==> config.mk <==
export PLATFORM = sky130hd
export DESIGN_NAME = comp_mul_pipe
export DESIGN_NICKNAME = d
export VERILOG_FILES = /design/src/rtl/comp_mul_pipe.sv
export SDC_FILE = /design/constraint.sdc
export NUM_CORES = 1
export LEC_CHECK = 0
export BUFFER_PORTS_ARGS = -buffer_cell sky130_fd_sc_hd__buf_2
export CORE_AREA = 2 2 189 191
export DETAILED_ROUTE_END_ITERATION = 6
export DIE_AREA = 0 0 191 193
export PLACE_DENSITY = 0.68
export SLEW_MARGIN = 20
export SYNTH_ARGS = -nofsm -noshare
export SYNTH_HDL_FRONTEND = slang
export SYNTH_SLANG_ARGS = --single-unit
export TNS_END_PERCENT = 100
==> constraint.sdc <==
create_clock -name clk -period 6.5 [get_ports clk]
set_clock_uncertainty 0.15 [all_clocks]
set_input_delay 0.65 -clock clk [delete_from_list [all_inputs] [get_ports clk]]
set_output_delay 0.65 -clock clk [all_outputs]
set_load 0.005 [all_outputs]
==> src/rtl/comp_mul_pipe.sv <==
// Pipelined signed complex multiplier o = a*b or a*conj(b), with valid/ready flow control.
// Optional output saturation to OUT_W bits is enabled by defining COMP_MUL_SAT_EN.
module comp_mul_pipe #(
    parameter int DATA_W = 8,
    parameter int OUT_W  = 12,
`ifdef COMP_MUL_SAT_EN
    localparam int RW    = OUT_W
`else
    localparam int RW    = 2 * DATA_W + 1
`endif
) (
    input  logic              clk,
    input  logic              rst,
    input  logic [DATA_W-1:0] a_r,
    input  logic [DATA_W-1:0] a_i,
    input  logic [DATA_W-1:0] b_r,
    input  logic [DATA_W-1:0] b_i,
    input  logic              i_conj,
    input  logic              i_en,
    output logic              i_rdy,
    output logic [RW-1:0]     o_r,
    output logic [RW-1:0]     o_i,
    output logic              o_vld,
    input  logic              o_rdy,
    output logic              o_ovf
);

    localparam int PW = 2 * DATA_W;
    localparam int FW = PW + 1;

    // A clamp width outside this range would make saturation meaningless.
    if (OUT_W < 2 || OUT_W > 2 * DATA_W + 1) begin : g_bad_out_w
        $error("comp_mul_pipe: OUT_W must lie in [2, 2*DATA_W+1]");
    end

    logic adv;
    logic vld_p0, vld_p1, vld_p2;

    logic signed [DATA_W-1:0] ar_p0, ai_p0, br_p0, bi_p0;
    logic                     conj_p0;

    logic signed [PW-1:0] rr_p1, ii_p1, ir_p1, ri_p1;
    logic                 conj_p1;

    logic signed [FW-1:0] re_full, im_full;

    // One global advance: a stalled output freezes every stage, bubbles included.
    assign adv   = !vld_p2 || o_rdy;
    assign i_rdy = adv;
    assign o_vld = vld_p2;

    always_ff @(posedge clk) begin
        if (!rst) begin
            vld_p0 <= 1'b0;
            vld_p1 <= 1'b0;
            vld_p2 <= 1'b0;
        end else if (adv) begin
            vld_p0 <= i_en;
            vld_p1 <= vld_p0;
            vld_p2 <= vld_p1;
        end
    end

    // Stage 1: operand capture
    always_ff @(posedge clk) begin
        if (adv && i_en) begin
            ar_p0   <= $signed(a_r);
            ai_p0   <= $signed(a_i);
            br_p0   <= $signed(b_r);
            bi_p0   <= $signed(b_i);
            conj_p0 <= i_conj;
        end
    end

    // Stage 2: four partial products at full 2*DATA_W precision
    always_ff @(posedge clk) begin
        if (adv && vld_p0) begin
            rr_p1   <= PW'(ar_p0) * PW'(br_p0);
            ii_p1   <= PW'(ai_p0) * PW'(bi_p0);
            ir_p1   <= PW'(ai_p0) * PW'(br_p0);
            ri_p1   <= PW'(ar_p0) * PW'(bi_p0);
            conj_p1 <= conj_p0;
        end
    end

    // Conjugating b flips the sign of every bi term.
    always_comb begin
        if (conj_p1) begin
            re_full = FW'(rr_p1) + FW'(ii_p1);
            im_full = FW'(ir_p1) - FW'(ri_p1);
        end else begin
            re_full = FW'(rr_p1) - FW'(ii_p1);
            im_full = FW'(ir_p1) + FW'(ri_p1);
        end
    end

`ifdef COMP_MUL_SAT_EN
    localparam logic signed [FW-1:0] SAT_MAX = FW'(2 ** (OUT_W - 1) - 1);
    localparam logic signed [FW-1:0] SAT_MIN = ~SAT_MAX;

    // Returns {clamped_flag, value} with value narrowed to RW bits.
    function automatic logic [RW:0] sat_clamp(input logic signed [FW-1:0] x);
        if (x > SAT_MAX)
            sat_clamp = {1'b1, SAT_MAX[RW-1:0]};
        else if (x < SAT_MIN)
            sat_clamp = {1'b1, SAT_MIN[RW-1:0]};
        else
            sat_clamp = {1'b0, x[RW-1:0]};
    endfunction

    logic [RW:0] sat_re, sat_im;
    assign sat_re = sat_clamp(re_full);
    assign sat_im = sat_clamp(im_full);

    // Stage 3: add/sub and clamp; ovf is dropped on bubbles so it tracks o_vld
    always_ff @(posedge clk) begin
        if (!rst) begin
            o_r   <= '0;
            o_i   <= '0;
            o_ovf <= 1'b0;
        end else if (adv) begin
            if (vld_p1) begin
                o_r   <= sat_re[RW-1:0];
                o_i   <= sat_im[RW-1:0];
                o_ovf <= sat_re[RW] | sat_im[RW];
            end else begin
                o_ovf <= 1'b0;
            end
        end
    end
`else
    // Stage 3: add/sub at full precision, which can never overflow
    always_ff @(posedge clk) begin
        if (!rst) begin
            o_r <= '0;
            o_i <= '0;
        end else if (adv && vld_p1) begin
            o_r <= re_full;
            o_i <= im_full;
        end
    end

    assign o_ovf = 1'b0;
`endif

endmodule
## Word-level counts from Yosys, hierarchy flattened

Index checks and enable logic that the tools add are counted.

- Bits in registers: 135
- Input port bits: 37
- Word-level logic and storage cells: 30

- Add/subtract/negate cells: 4
- Multiply operators: 4
- Muxes and demuxes: 2
- Reduce and logical (&&, ||, !) cells: 5

Operators with widths:

| operator | number |
|---|---|
| multiplier 8 x 8 -> 16 bit | 4 |
| adder 16 x 16 -> 17 bit | 2 |
| two-way mux 17 bit | 2 |
| subtractor 16 x 16 -> 17 bit | 2 |
| logical AND 1 bit | 3 |
| logical NOT 1 bit | 1 |
| logical OR 1 bit | 1 |

## Depth between registers and ports, before layout

Gate-level depths: netlist of run 1.

- Depth after elaboration: 3
- Depth in mapped cells: 18
- Gate-level depth less buffers: 17

## Worst setup path before layout of run 1

OpenSTA, ideal clock, no wires.

- Path type: reg2reg
- Start: register ai_p0[7]
- End: register ii_p1[15] (data pin)
- Clock period less this slack: 4.800 ns
- Path slack: 1.700 ns
- Cell stages (with the launch flop): 17
- Setup time: 0.258 ns
- Arrival time: 4.392 ns
- Data required time: 6.092 ns
- Cell sequence: edfxtp_1 > clkbuf_1 > and2_1 > fa_1 > inv_1 > fa_1 > inv_1 > fa_1 > inv_1 > fa_1 > inv_1 > ha_1 > and3_1 > a311oi_1 > a21oi_1 > nor2_1 > xnor2_1

- Word-level cells in the longest chain between the ends: 1

RTL lines:

| element | line | RTL |
|---|---|---|
| start: declaration | 39 | `logic signed [DATA_W-1:0] ar_p0, ai_p0, br_p0, bi_p0;` |
| start signal: assignment | 68 | `ai_p0 <= $signed(a_i);` |
| multiplier 8 x 8 -> 16 bit | 79 | `ii_p1 <= PW'(ai_p0) * PW'(bi_p0);` |
| end signal: assignment | 79 |  |
| end: declaration | 42 | `logic signed [PW-1:0] rr_p1, ii_p1, ir_p1, ri_p1;` |

Every way passes these cells.
A chain may end at the register's enable or synchronous reset.

## Worst setup path in the final report of run 1

- Start: register br_p0[0]
- End: register rr_p1[15] (data pin)

- Word-level cells in the longest chain between the ends: 1

RTL lines:

| element | line | RTL |
|---|---|---|
| start: declaration | 39 |  |
| start signal: assignment | 69 | `br_p0 <= $signed(b_r);` |
| multiplier 8 x 8 -> 16 bit | 78 | `rr_p1 <= PW'(ar_p0) * PW'(br_p0);` |
| end signal: assignment | 78 |  |
| end: declaration | 42 |  |

Every way passes these cells.

==> impl_metrics.prom, run 1 <==
# TYPE chip_impl_metric gauge
chip_impl_info{name="result_of_the_run",value="completed"} 1
chip_impl_metric{name="hold_viol",unit=""} 0
chip_impl_info{name="layout.cells.most_common",value="sky130_fd_sc_hd__inv_1"} 1
chip_impl_info{name="rsz0062_at_grt",value="false"} 1
chip_impl_metric{name="number_of_antenna_violations_at_the_first_check_in_global_routing",unit=""} 0
chip_impl_info{name="timing_worst_setup_path_type",value="reg2reg"} 1
chip_impl_metric{name="max_clock_freq",unit="MHz"} 191
chip_impl_metric{name="detail_route.drc_violations",unit=""} 0
chip_impl_metric{name="slew_violations",unit=""} 0
chip_impl_metric{name="tightestPinTransition",unit="ns"} 0.850
chip_impl_metric{name="ys.warnings.count",unit=""} 0
chip_impl_metric{name="slew_headroom",unit=""} 0.433
chip_impl_metric{name="cts.reportedPaths.clkPinSlew",unit="ns"} 0.07
chip_impl_metric{name="worstPathArrival",unit="ns"} 5.25
chip_impl_metric{name="postLayoutSetupSlackWorst",unit="ns"} 1.27
chip_impl_info{name="mostFrequentLayoutCells",value="sky130_fd_sc_hd__inv_1, sky130_fd_sc_hd__fa_1, sky130_fd_sc_hd__and2_1"} 1
chip_impl_metric{name="final_design_area_no_fill",unit="um2"} 17900
chip_impl_metric{name="synth-async-reset-ratio",unit=""} 0
chip_impl_metric{name="count_of_inserted_antenna_diode_cells",unit=""} 0
chip_impl_metric{name="wirelength",unit="um"} 34900
chip_impl_metric{name="power_per_cell_area",unit="nW/um2"} 408
chip_impl_metric{name="post_synth_inst_count",unit=""} 1738
chip_impl_metric{name="synth-compound-area-share",unit=""} 0.0800
chip_impl_metric{name="avgSynthCellArea",unit="um2"} 9.55
chip_impl_metric{name="ant_nets",unit=""} 0
chip_impl_metric{name="clk_path_buf_depth",unit=""} 2
chip_impl_metric{name="detailed_place_hpwl",unit="um"} 28100
chip_impl_metric{name="cts_num_sinks",unit=""} 135
chip_impl_metric{name="fin_crit",unit="ns"} 5.23
chip_impl_metric{name="core-area",unit="um2"} 35000
chip_impl_metric{name="synth-seq-area-share",unit=""} 0.222
chip_impl_metric{name="p_sw_frac",unit=""} 0.455
chip_impl_metric{name="placement_stage_cell_area",unit="um2"} 17400
chip_impl_metric{name="count_of_unique_library_cells_instantiated_by_yosys",unit=""} 70
chip_impl_metric{name="crit_path_max_fanout",unit=""} 16
chip_impl_metric{name="regToRegSetupSlack",unit="ns"} 1.27
chip_impl_metric{name="setup-violations-final",unit=""} 0
chip_impl_metric{name="synth.area.mux_share",unit=""} 0.00550
chip_impl_metric{name="cts-buffers-inserted",unit=""} 17
chip_impl_metric{name="grt_util_met2",unit=""} 0.332
chip_impl_info{name="clock-root-buffer",value="sky130_fd_sc_hd__clkbuf_16"} 1
chip_impl_metric{name="detail_route.first_pass.iterations",unit=""} 7
chip_impl_metric{name="maxCapViolCount",unit=""} 0
chip_impl_metric{name="hold_bufs_at_cts",unit=""} 0
chip_impl_metric{name="boundaryPins",unit=""} 74
chip_impl_metric{name="share_comb_of_total_power",unit=""} 0.651
chip_impl_metric{name="fillerInstances",unit=""} 3254
chip_impl_metric{name="synthSimpleGateAreaFrac",unit=""} 0.165
chip_impl_metric{name="hold_crit_depth",unit=""} 1
chip_impl_metric{name="dr_total_vias",unit=""} 11700
chip_impl_metric{name="all_layer_global_routing_usage",unit=""} 0.204
chip_impl_metric{name="fp.dieArea",unit="um2"} 36900
chip_impl_metric{name="syn_area",unit="um2"} 16600
chip_impl_metric{name="sequential_cell_area",unit="um2"} 3680
chip_impl_metric{name="fin_nets",unit=""} 2189
chip_impl_metric{name="fp.dieW",unit="um"} 191
chip_impl_metric{name="worst_ir_drop_vdd",unit="mV"} 0.230
chip_impl_metric{name="final_util",unit=""} 0.513
chip_impl_metric{name="post_cts_buffers",unit=""} 0
chip_impl_metric{name="gr-usage-met1",unit=""} 0.278
chip_impl_info{name="timing.rr.end",value="rr_p1[15]$_DFFE_PP_"} 1
chip_impl_info{name="critPathSlowestCell",value="sky130_fd_sc_hd__edfxtp_1"} 1
chip_impl_metric{name="critPathRequiredTime",unit="ns"} 6.52
chip_impl_info{name="crit_path_start_kind",value="flip-flop"} 1
chip_impl_metric{name="synth_adder_area_share",unit=""} 0.381
chip_impl_info{name="hp-class",value="in2reg"} 1
chip_impl_metric{name="register_bit_count_reported_by_yosys",unit=""} 135
chip_impl_metric{name="timing.reg2reg.worst_path_depth",unit=""} 16
chip_impl_info{name="hold-path-endpoint",value="ar_p0[7]$_DFFE_PP_"} 1
chip_impl_metric{name="global_route_wire_length_before_repair",unit="um"} 59500
chip_impl_metric{name="drt-initial-drc-count",unit=""} 648
chip_impl_metric{name="fin_setup_tns",unit="ns"} 0
chip_impl_metric{name="layout-area-overhead-vs-synth",unit="%"} 8.12
chip_impl_info{name="commonest_register_cell_after_synthesis",value="sky130_fd_sc_hd__edfxtp_1"} 1
chip_impl_info{name="path_cells",value="and2_1, fa_1, inv_1, fa_1, inv_1, fa_1, inv_1, fa_1, inv_1, ha_1, nand2_1, o21ai_1, or4_1, a311oi_1, a21oi_1, xnor2_1"} 1
chip_impl_metric{name="clock_insertion_delay_worst_skew",unit="ns"} 0.44
chip_impl_info{name="tritoncts",value="yes"} 1
chip_impl_metric{name="post_cts_resized",unit=""} 0
chip_impl_metric{name="edff_count_synth",unit=""} 98
chip_impl_metric{name="layout_cell_share_with_drive_strength_beyond_1",unit=""} 0.0714
chip_impl_metric{name="floorplan.die.height",unit="um"} 193
chip_impl_metric{name="cts-htree-levels",unit=""} 4
chip_impl_metric{name="post_synth_xor_area_fraction",unit=""} 0.0554
chip_impl_metric{name="clkPwrFrac",unit=""} 0.136
chip_impl_metric{name="pre_cts_setup_slack",unit="ns"} 1.30
chip_impl_metric{name="grt_overflow",unit=""} 0
chip_impl_metric{name="grt_start_max_net_pins",unit=""} 67
chip_impl_metric{name="hold_ws",unit="ns"} 0.227
chip_impl_info{name="worst_setup_path_end_kind",value="flip-flop"} 1
chip_impl_metric{name="num_rows",unit=""} 69
chip_impl_metric{name="cpPeakStageDelay",unit="ns"} 0.65
chip_impl_metric{name="p_leak",unit="nW"} 8.26
chip_impl_metric{name="average_wire_per_cell_in_the_routed_design",unit="um"} 15.5
chip_impl_metric{name="internal_power",unit="mW"} 3.99
chip_impl_info{name="synth_top_family_by_area",value="adder cells"} 1
chip_impl_metric{name="first_global_vias",unit=""} 12100
chip_impl_metric{name="gpl.final_weighted_congestion",unit=""} 0.828
chip_impl_metric{name="portBuffers",unit=""} 72
chip_impl_metric{name="multi_input_area",unit="um2"} 11400
chip_impl_info{name="worstHoldStart",value="a_r[7]"} 1
chip_impl_metric{name="initial_core_util",unit=""} 0.475
chip_impl_metric{name="viasPerCell",unit=""} 5.20
chip_impl_metric{name="syn_nets",unit=""} 2147
chip_impl_metric{name="pwr-share-seq",unit=""} 0.213
chip_impl_metric{name="gr-usage-met3",unit=""} 0.0402
chip_impl_info{name="busiest_layer",value="met2"} 1
chip_impl_metric{name="power.net_switching",unit="mW"} 3.33
chip_impl_metric{name="fin_crit_sh",unit=""} 0.804
chip_impl_info{name="r2r-start",value="br_p0[0]$_DFFE_PP_"} 1
==> worst max path at each step <==
stage | slack [ns] | endpoint | start
final | 1.27 | rr_p1[15]$_DFFE_PP_ | br_p0[0]$_DFFE_PP_
after global routing | 1.01 | rr_p1[15]$_DFFE_PP_ | br_p0[0]$_DFFE_PP_
after CTS | 1.29 | ir_p1[15]$_DFFE_PP_ | ai_p0[5]$_DFFE_PP_
after detailed placement | 1.30 | rr_p1[15]$_DFFE_PP_ | br_p0[0]$_DFFE_PP_
after global placement | 1.36 | rr_p1[15]$_DFFE_PP_ | br_p0[0]$_DFFE_PP_
after floorplan | 1.70 | ii_p1[15]$_DFFE_PP_ | ai_p0[7]$_DFFE_PP_
==> cell families after synthesis <==
logic type | count (synthesis)
AND/OR/NAND/NOR | 509
adder cells (fa/ha/maj) | 372
XOR/XNOR | 105
flip-flops | 135
other | 1
AO/OA/AOI/OAI | 205
buffers and inverters | 403
multiplexers | 8
==> routing by layer <==
metal	vias up	wire, um
met4	0	707
met1	5757	16300
met3	46	1870
li1	5622	-
met5	-	0
met2	305	16000
==> Yosys cell counts (all sizes together), types with 3 or more instances <==
master	n	share of area
a31oi	16	0.0060
or3b	3	0.0016
o211ai	9	0.0041
xnor2	79	0.042
a21oi	71	0.022
o21bai	5	0.0023
xor2	26	0.014
nand4	4	0.0015
a211oi	18	0.0081
nand4b	3	0.0016
nand3	30	0.0090
or3	5	0.0019
a211o	4	0.0021
ha	150	0.11
or2	4	0.0015
a2111oi	3	0.0020
fa	222	0.27
a2111o	3	0.0020
o21a	10	0.0045
a21o	10	0.0045
nor4	8	0.0038
a311oi	3	0.0016
and3	7	0.0026
edfxtp	98	0.18
dfxtp	37	0.045
clkbuf	46	0.010
nand2	108	0.025
nor2b	35	0.013
o21ai	31	0.0093
mux2	6	0.0043
a21boi	5	0.0023
nor3	27	0.0087
o311ai	4	0.0021
and2	178	0.067
nand3b	3	0.0014
nand2b	17	0.0064
buf	8	0.0022
nor2	69	0.016
inv	349	0.079
==> metrics by stage <==
| stage | cells | power [mW] |
|---|---|---|
| after CTS | 2254 | 7.38 |
| after global placement | 2222 | 6.22 |
| after detailed placement | 2222 | 6.35 |
| final | 2254 | 7.32 |
| after global routing | 2254 | 8.12 |
| after floorplan | 1738 | 5.22 |
==> critical path, delay by kind of cell, from the launching register on <==
kind                     cells  cell delay [ns]
XOR/XNOR                     1             0.17
buffers and inverters        4             0.20
AND/OR/NAND/NOR              3             0.86
adder cells (fa/ha/maj)      5             2.30
AO/OA/AOI/OAI                3             0.63
flip-flops                   1             0.65
==> registers in the layout, summed over array words and instances, names as in the netlist, 8 cells and up <==
signal  cells
ai_p0       8
ir_p1      16
o_r        17
rr_p1      16
br_p0       8
bi_p0       8
ar_p0       8
o_i        17
ri_p1      16
ii_p1      16
==> power by group through the flow <==
stage	sequential, mW	clock (mW)	combinational, mW
floorplan	1.46	0	3.76
global placement	1.57	0	4.65
detailed placement	1.58	0	4.77
CTS	1.56	1.01	4.81
global route	1.59	1.04	5.49
finish	1.56	0.993	4.77
==> cell type report <==
class | count | area share
repair buffers | 77 | 0.0222
clock buffers | 19 | 0.0241
well taps | 461 | 0.0321
inverters | 349 | 0.0730
multi-input cells | 1200 | 0.635
flip-flops and latches | 135 | 0.205
clock inverters | 13 | 0.00816
(Power assumes the default switching activity.)
==> inputs of run 2 (changes only) <==
ABC_AREA = 1   (was default)
CORE_AREA = 2 2 194 196   (was 2 2 189 191)
DIE_AREA = 0 0 196 198   (was 0 0 191 193)
PLACE_DENSITY = 0.71   (was 0.68)
clock period = 4.6 ns   (was 6.5 ns; I/O delays follow)
==> impl_metrics.prom, run 2 <==
# TYPE chip_impl_metric gauge
chip_impl_info{name="synth_top_family_by_area",value="adder cells"} 1
chip_impl_metric{name="cts-buffers-inserted",unit=""} 17
chip_impl_metric{name="count_of_inserted_antenna_diode_cells",unit=""} 0
chip_impl_metric{name="all_layer_global_routing_usage",unit=""} 0.211
chip_impl_metric{name="post_layout_nonfiller_instances",unit=""} 2829
chip_impl_metric{name="regToRegSetupSlack",unit="ns"} 0.1
chip_impl_metric{name="critPathRequiredTime",unit="ns"} 4.65
chip_impl_metric{name="detail_route.drc_violations",unit=""} 0
chip_impl_metric{name="hold_ws",unit="ns"} 0.0321
chip_impl_metric{name="slew_headroom",unit=""} 0.451
chip_impl_metric{name="detail_route.first_pass.iterations",unit=""} 7
chip_impl_metric{name="slew_violations",unit=""} 0
chip_impl_metric{name="report.power.total",unit="mW"} 11.9
chip_impl_metric{name="cts_num_sinks",unit=""} 135
chip_impl_metric{name="synth-seq-area-share",unit=""} 0.211
chip_impl_metric{name="ant_nets",unit=""} 0
chip_impl_info{name="clock-root-buffer",value="sky130_fd_sc_hd__clkbuf_16"} 1
chip_impl_metric{name="global_route_wire_length_before_repair",unit="um"} 65400
chip_impl_info{name="rsz0062_at_grt",value="true"} 1
chip_impl_info{name="mostFrequentLayoutCells",value="sky130_fd_sc_hd__inv_1, sky130_fd_sc_hd__nand2_1, sky130_fd_sc_hd__fa_1"} 1
chip_impl_info{name="layout.cells.most_common",value="sky130_fd_sc_hd__inv_1"} 1
chip_impl_metric{name="fin_nets",unit=""} 2751
chip_impl_metric{name="syn_nets",unit=""} 2606
chip_impl_metric{name="cts.reportedPaths.clkPinSlew",unit="ns"} 0.06
chip_impl_metric{name="core-area",unit="um2"} 37000
chip_impl_metric{name="avgSynthCellArea",unit="um2"} 7.94
chip_impl_info{name="worst_setup_path_end_kind",value="flip-flop"} 1
chip_impl_metric{name="number_of_antenna_violations_at_the_first_check_in_global_routing",unit=""} 0
chip_impl_metric{name="layout_cell_share_with_drive_strength_beyond_1",unit=""} 0.149
chip_impl_metric{name="gpl.final_weighted_congestion",unit=""} 0.918
chip_impl_metric{name="dp_cells",unit=""} 2755
chip_impl_info{name="crit_path_start_kind",value="flip-flop"} 1
chip_impl_metric{name="grt_overflow",unit=""} 0
chip_impl_metric{name="synth_adder_area_share",unit=""} 0.362
chip_impl_metric{name="fillerInstances",unit=""} 3296
chip_impl_metric{name="postLayoutSetupSlackWorst",unit="ns"} 0.0991
chip_impl_metric{name="synth.area.mux_share",unit=""} 0
chip_impl_metric{name="fp.dieArea",unit="um2"} 38800
chip_impl_info{name="yosysMostFrequentCell",value="sky130_fd_sc_hd__inv_1"} 1
chip_impl_metric{name="crit_path_max_fanout",unit=""} 7
chip_impl_metric{name="fin_crit",unit="ns"} 4.50
chip_impl_info{name="hp-class",value="in2reg"} 1
chip_impl_metric{name="fp.dieW",unit="um"} 196
chip_impl_metric{name="synth-async-reset-ratio",unit=""} 0
chip_impl_metric{name="area_share_of_the_largest_cell_type_after_synthesis",unit=""} 0.255
chip_impl_metric{name="num_rows",unit=""} 71
chip_impl_metric{name="setup-violations-final",unit=""} 0
chip_impl_metric{name="maxCapViolCount",unit=""} 0
chip_impl_metric{name="worst_ir_drop_vdd",unit="mV"} 0.379
chip_impl_metric{name="post_synth_xor_area_fraction",unit=""} 0.0452
chip_impl_metric{name="viasPerCell",unit=""} 4.86
chip_impl_info{name="synth_top_area_cell",value="sky130_fd_sc_hd__fa_1"} 1
chip_impl_info{name="synth.cells.most_frequent",value="sky130_fd_sc_hd__inv_1, sky130_fd_sc_hd__nand2_1, sky130_fd_sc_hd__fa_1"} 1
chip_impl_metric{name="detailed_place_hpwl",unit="um"} 31800
chip_impl_metric{name="clk_path_buf_depth",unit=""} 2
chip_impl_metric{name="first_global_vias",unit=""} 13800
chip_impl_metric{name="max_clock_freq",unit="MHz"} 222
chip_impl_metric{name="drt-initial-drc-count",unit=""} 972
chip_impl_info{name="commonest_register_cell_after_synthesis",value="sky130_fd_sc_hd__edfxtp_1"} 1
chip_impl_metric{name="dr_total_vias",unit=""} 13800
chip_impl_metric{name="power_per_cell_area",unit="nW/um2"} 589
chip_impl_metric{name="ys.warnings.count",unit=""} 0
chip_impl_metric{name="worstPathArrival",unit="ns"} 4.55
chip_impl_metric{name="clock_insertion_delay_worst_skew",unit="ns"} 0.45
chip_impl_metric{name="synth-compound-area-share",unit=""} 0.0576
chip_impl_metric{name="boundaryPins",unit=""} 74
chip_impl_metric{name="tightestPinTransition",unit="ns"} 0.822
chip_impl_metric{name="grt_start_max_net_pins",unit=""} 40
chip_impl_metric{name="synthSimpleGateAreaFrac",unit=""} 0.169
chip_impl_metric{name="pre_cts_setup_slack",unit="ns"} -0.112
chip_impl_info{name="tritoncts",value="yes"} 1
chip_impl_metric{name="edff_count_synth",unit=""} 98
chip_impl_metric{name="portBuffers",unit=""} 72
chip_impl_metric{name="count_of_unique_library_cells_instantiated_by_yosys",unit=""} 45
chip_impl_metric{name="final_util",unit=""} 0.548
chip_impl_info{name="timing_worst_setup_path_type",value="reg2reg"} 1
chip_impl_metric{name="layout-area-overhead-vs-synth",unit="%"} 16.0
chip_impl_metric{name="post_synth_inst_count",unit=""} 2197
chip_impl_metric{name="syn_area",unit="um2"} 17400
chip_impl_info{name="result_of_the_run",value="completed"} 1
chip_impl_metric{name="floorplan.die.height",unit="um"} 198
chip_impl_metric{name="wirelength",unit="um"} 39500
chip_impl_metric{name="cts-htree-levels",unit=""} 4
chip_impl_info{name="largestRegisters",value="o_i (17), o_r (17)"} 1
chip_impl_metric{name="hold_viol",unit=""} 0
chip_impl_metric{name="fin_crit_sh",unit=""} 0.978
chip_impl_metric{name="p_leak",unit="nW"} 11.5
chip_impl_metric{name="average_wire_per_cell_in_the_routed_design",unit="um"} 14.0
chip_impl_metric{name="register_bit_count_reported_by_yosys",unit=""} 135
chip_impl_metric{name="initial_core_util",unit=""} 0.472
chip_impl_info{name="netlist_top_cells_area",value="sky130_fd_sc_hd__fa_1, sky130_fd_sc_hd__edfxtp_1, sky130_fd_sc_hd__inv_1"} 1
[run 2: cell types whose count changed after synthesis, sizes merged, moves of 26 or more]
| cell | change |
|---|---|
| nand2 | +368 |
| inv | +295 |
| and2 | -178 |
| nor2 | +71 |
| nand3 | +47 |
| xnor2 | -41 |
| nor2b | -35 |
| xor2 | +26 |
[run 2: final timing paths]
kind	cells past startpoint	end	startpoint
max reg2reg	21	ir_p1[14]$_DFFE_PP_	ai_p0[3]$_DFFE_PP_
max	21	ir_p1[14]$_DFFE_PP_	ai_p0[3]$_DFFE_PP_
min	1	bi_p0[6]$_DFFE_PP_	b_i[6]
min reg2reg	0	conj_p1$_DFFE_PP_	conj_p0$_DFFE_PP_
[run 2: area by class of cell]
cell class / count / area, um2 / area share
repair inverters: 1 / 7.51 / 0.000371
multi-input cells: 1347 / 11500 / 0.568
clock buffers: 18 / 450 / 0.0222
clock inverters: 14 / 124 / 0.00612
well taps: 474 / 593 / 0.0293
repair buffers: 196 / 1480 / 0.0730
flip-flops and latches: 135 / 3680 / 0.182
inverters: 644 / 2420 / 0.120
[run 2: kinds of logic (layout without fill, tap and decap cells)]
logic type               after synthesis  after routing
AND/OR/NAND/NOR                      718            718
adder cells (fa/ha/maj)              372            372
other                                  1              1
buffers and inverters                715            873
flip-flops                           135            135
XOR/XNOR                              90             90
AO/OA/AOI/OAI                        166            166
[run 2: per-layer routing]
metal / vias up / GRT usage / routed length (um)
li1: 6754 / - / -
met1: 6561 / 0.282 / 17700
met2: 398 / 0.361 / 18900
met3: 45 / 0.0307 / 2290
met4: 0 / 0.0542 / 659
met5: - / 0 / 0
[run 2: worst max-delay path: stages, from the launching register on]
cell                       delay, ns
sky130_fd_sc_hd__edfxtp_1       0.51
sky130_fd_sc_hd__buf_6          0.20
sky130_fd_sc_hd__nand2_2        0.06
sky130_fd_sc_hd__inv_2          0.04
sky130_fd_sc_hd__fa_1           0.55
sky130_fd_sc_hd__inv_2          0.04
sky130_fd_sc_hd__fa_1           0.50
sky130_fd_sc_hd__inv_1          0.05
sky130_fd_sc_hd__fa_1           0.49
sky130_fd_sc_hd__inv_2          0.04
sky130_fd_sc_hd__fa_1           0.51
sky130_fd_sc_hd__inv_2          0.05
sky130_fd_sc_hd__ha_4           0.29
sky130_fd_sc_hd__nand2_4        0.05
sky130_fd_sc_hd__o21ai_4        0.17
sky130_fd_sc_hd__nand4_1        0.11
sky130_fd_sc_hd__nand2_1        0.11
sky130_fd_sc_hd__nand2_1        0.06
sky130_fd_sc_hd__nand2_1        0.05
sky130_fd_sc_hd__nand2_1        0.06
sky130_fd_sc_hd__nand3_1        0.09
sky130_fd_sc_hd__nand2_1        0.06
[run 2: timing repair]
action                     CTS  global route
setup endpoints to repair    9            22
gates cloned                 0             1
resized for setup            0           105
buffers inserted             2            39
hold buffers                 0             0
pin swaps                    0            42
[run 2: where the power goes]
group | switching, mW | leakage [nW] | internal [mW] | total, mW
clock network | 0.611 | 0.288 | 0.743 | 1.35
logic | 4.92 | 9.95 | 3.60 | 8.51
registers | 0.207 | 1.24 | 1.85 | 2.06
total | 5.73 | 11.5 | 6.19 | 11.9
[run 2: through the flow]
step | TNS [ns] | area (um2)
floorplan | 0 | 17400
global route | -0.352 | 20200
global placement | -0.201 | 18900
detailed placement | -0.475 | 18900
CTS | 0 | 19500
finish | 0 | 20200
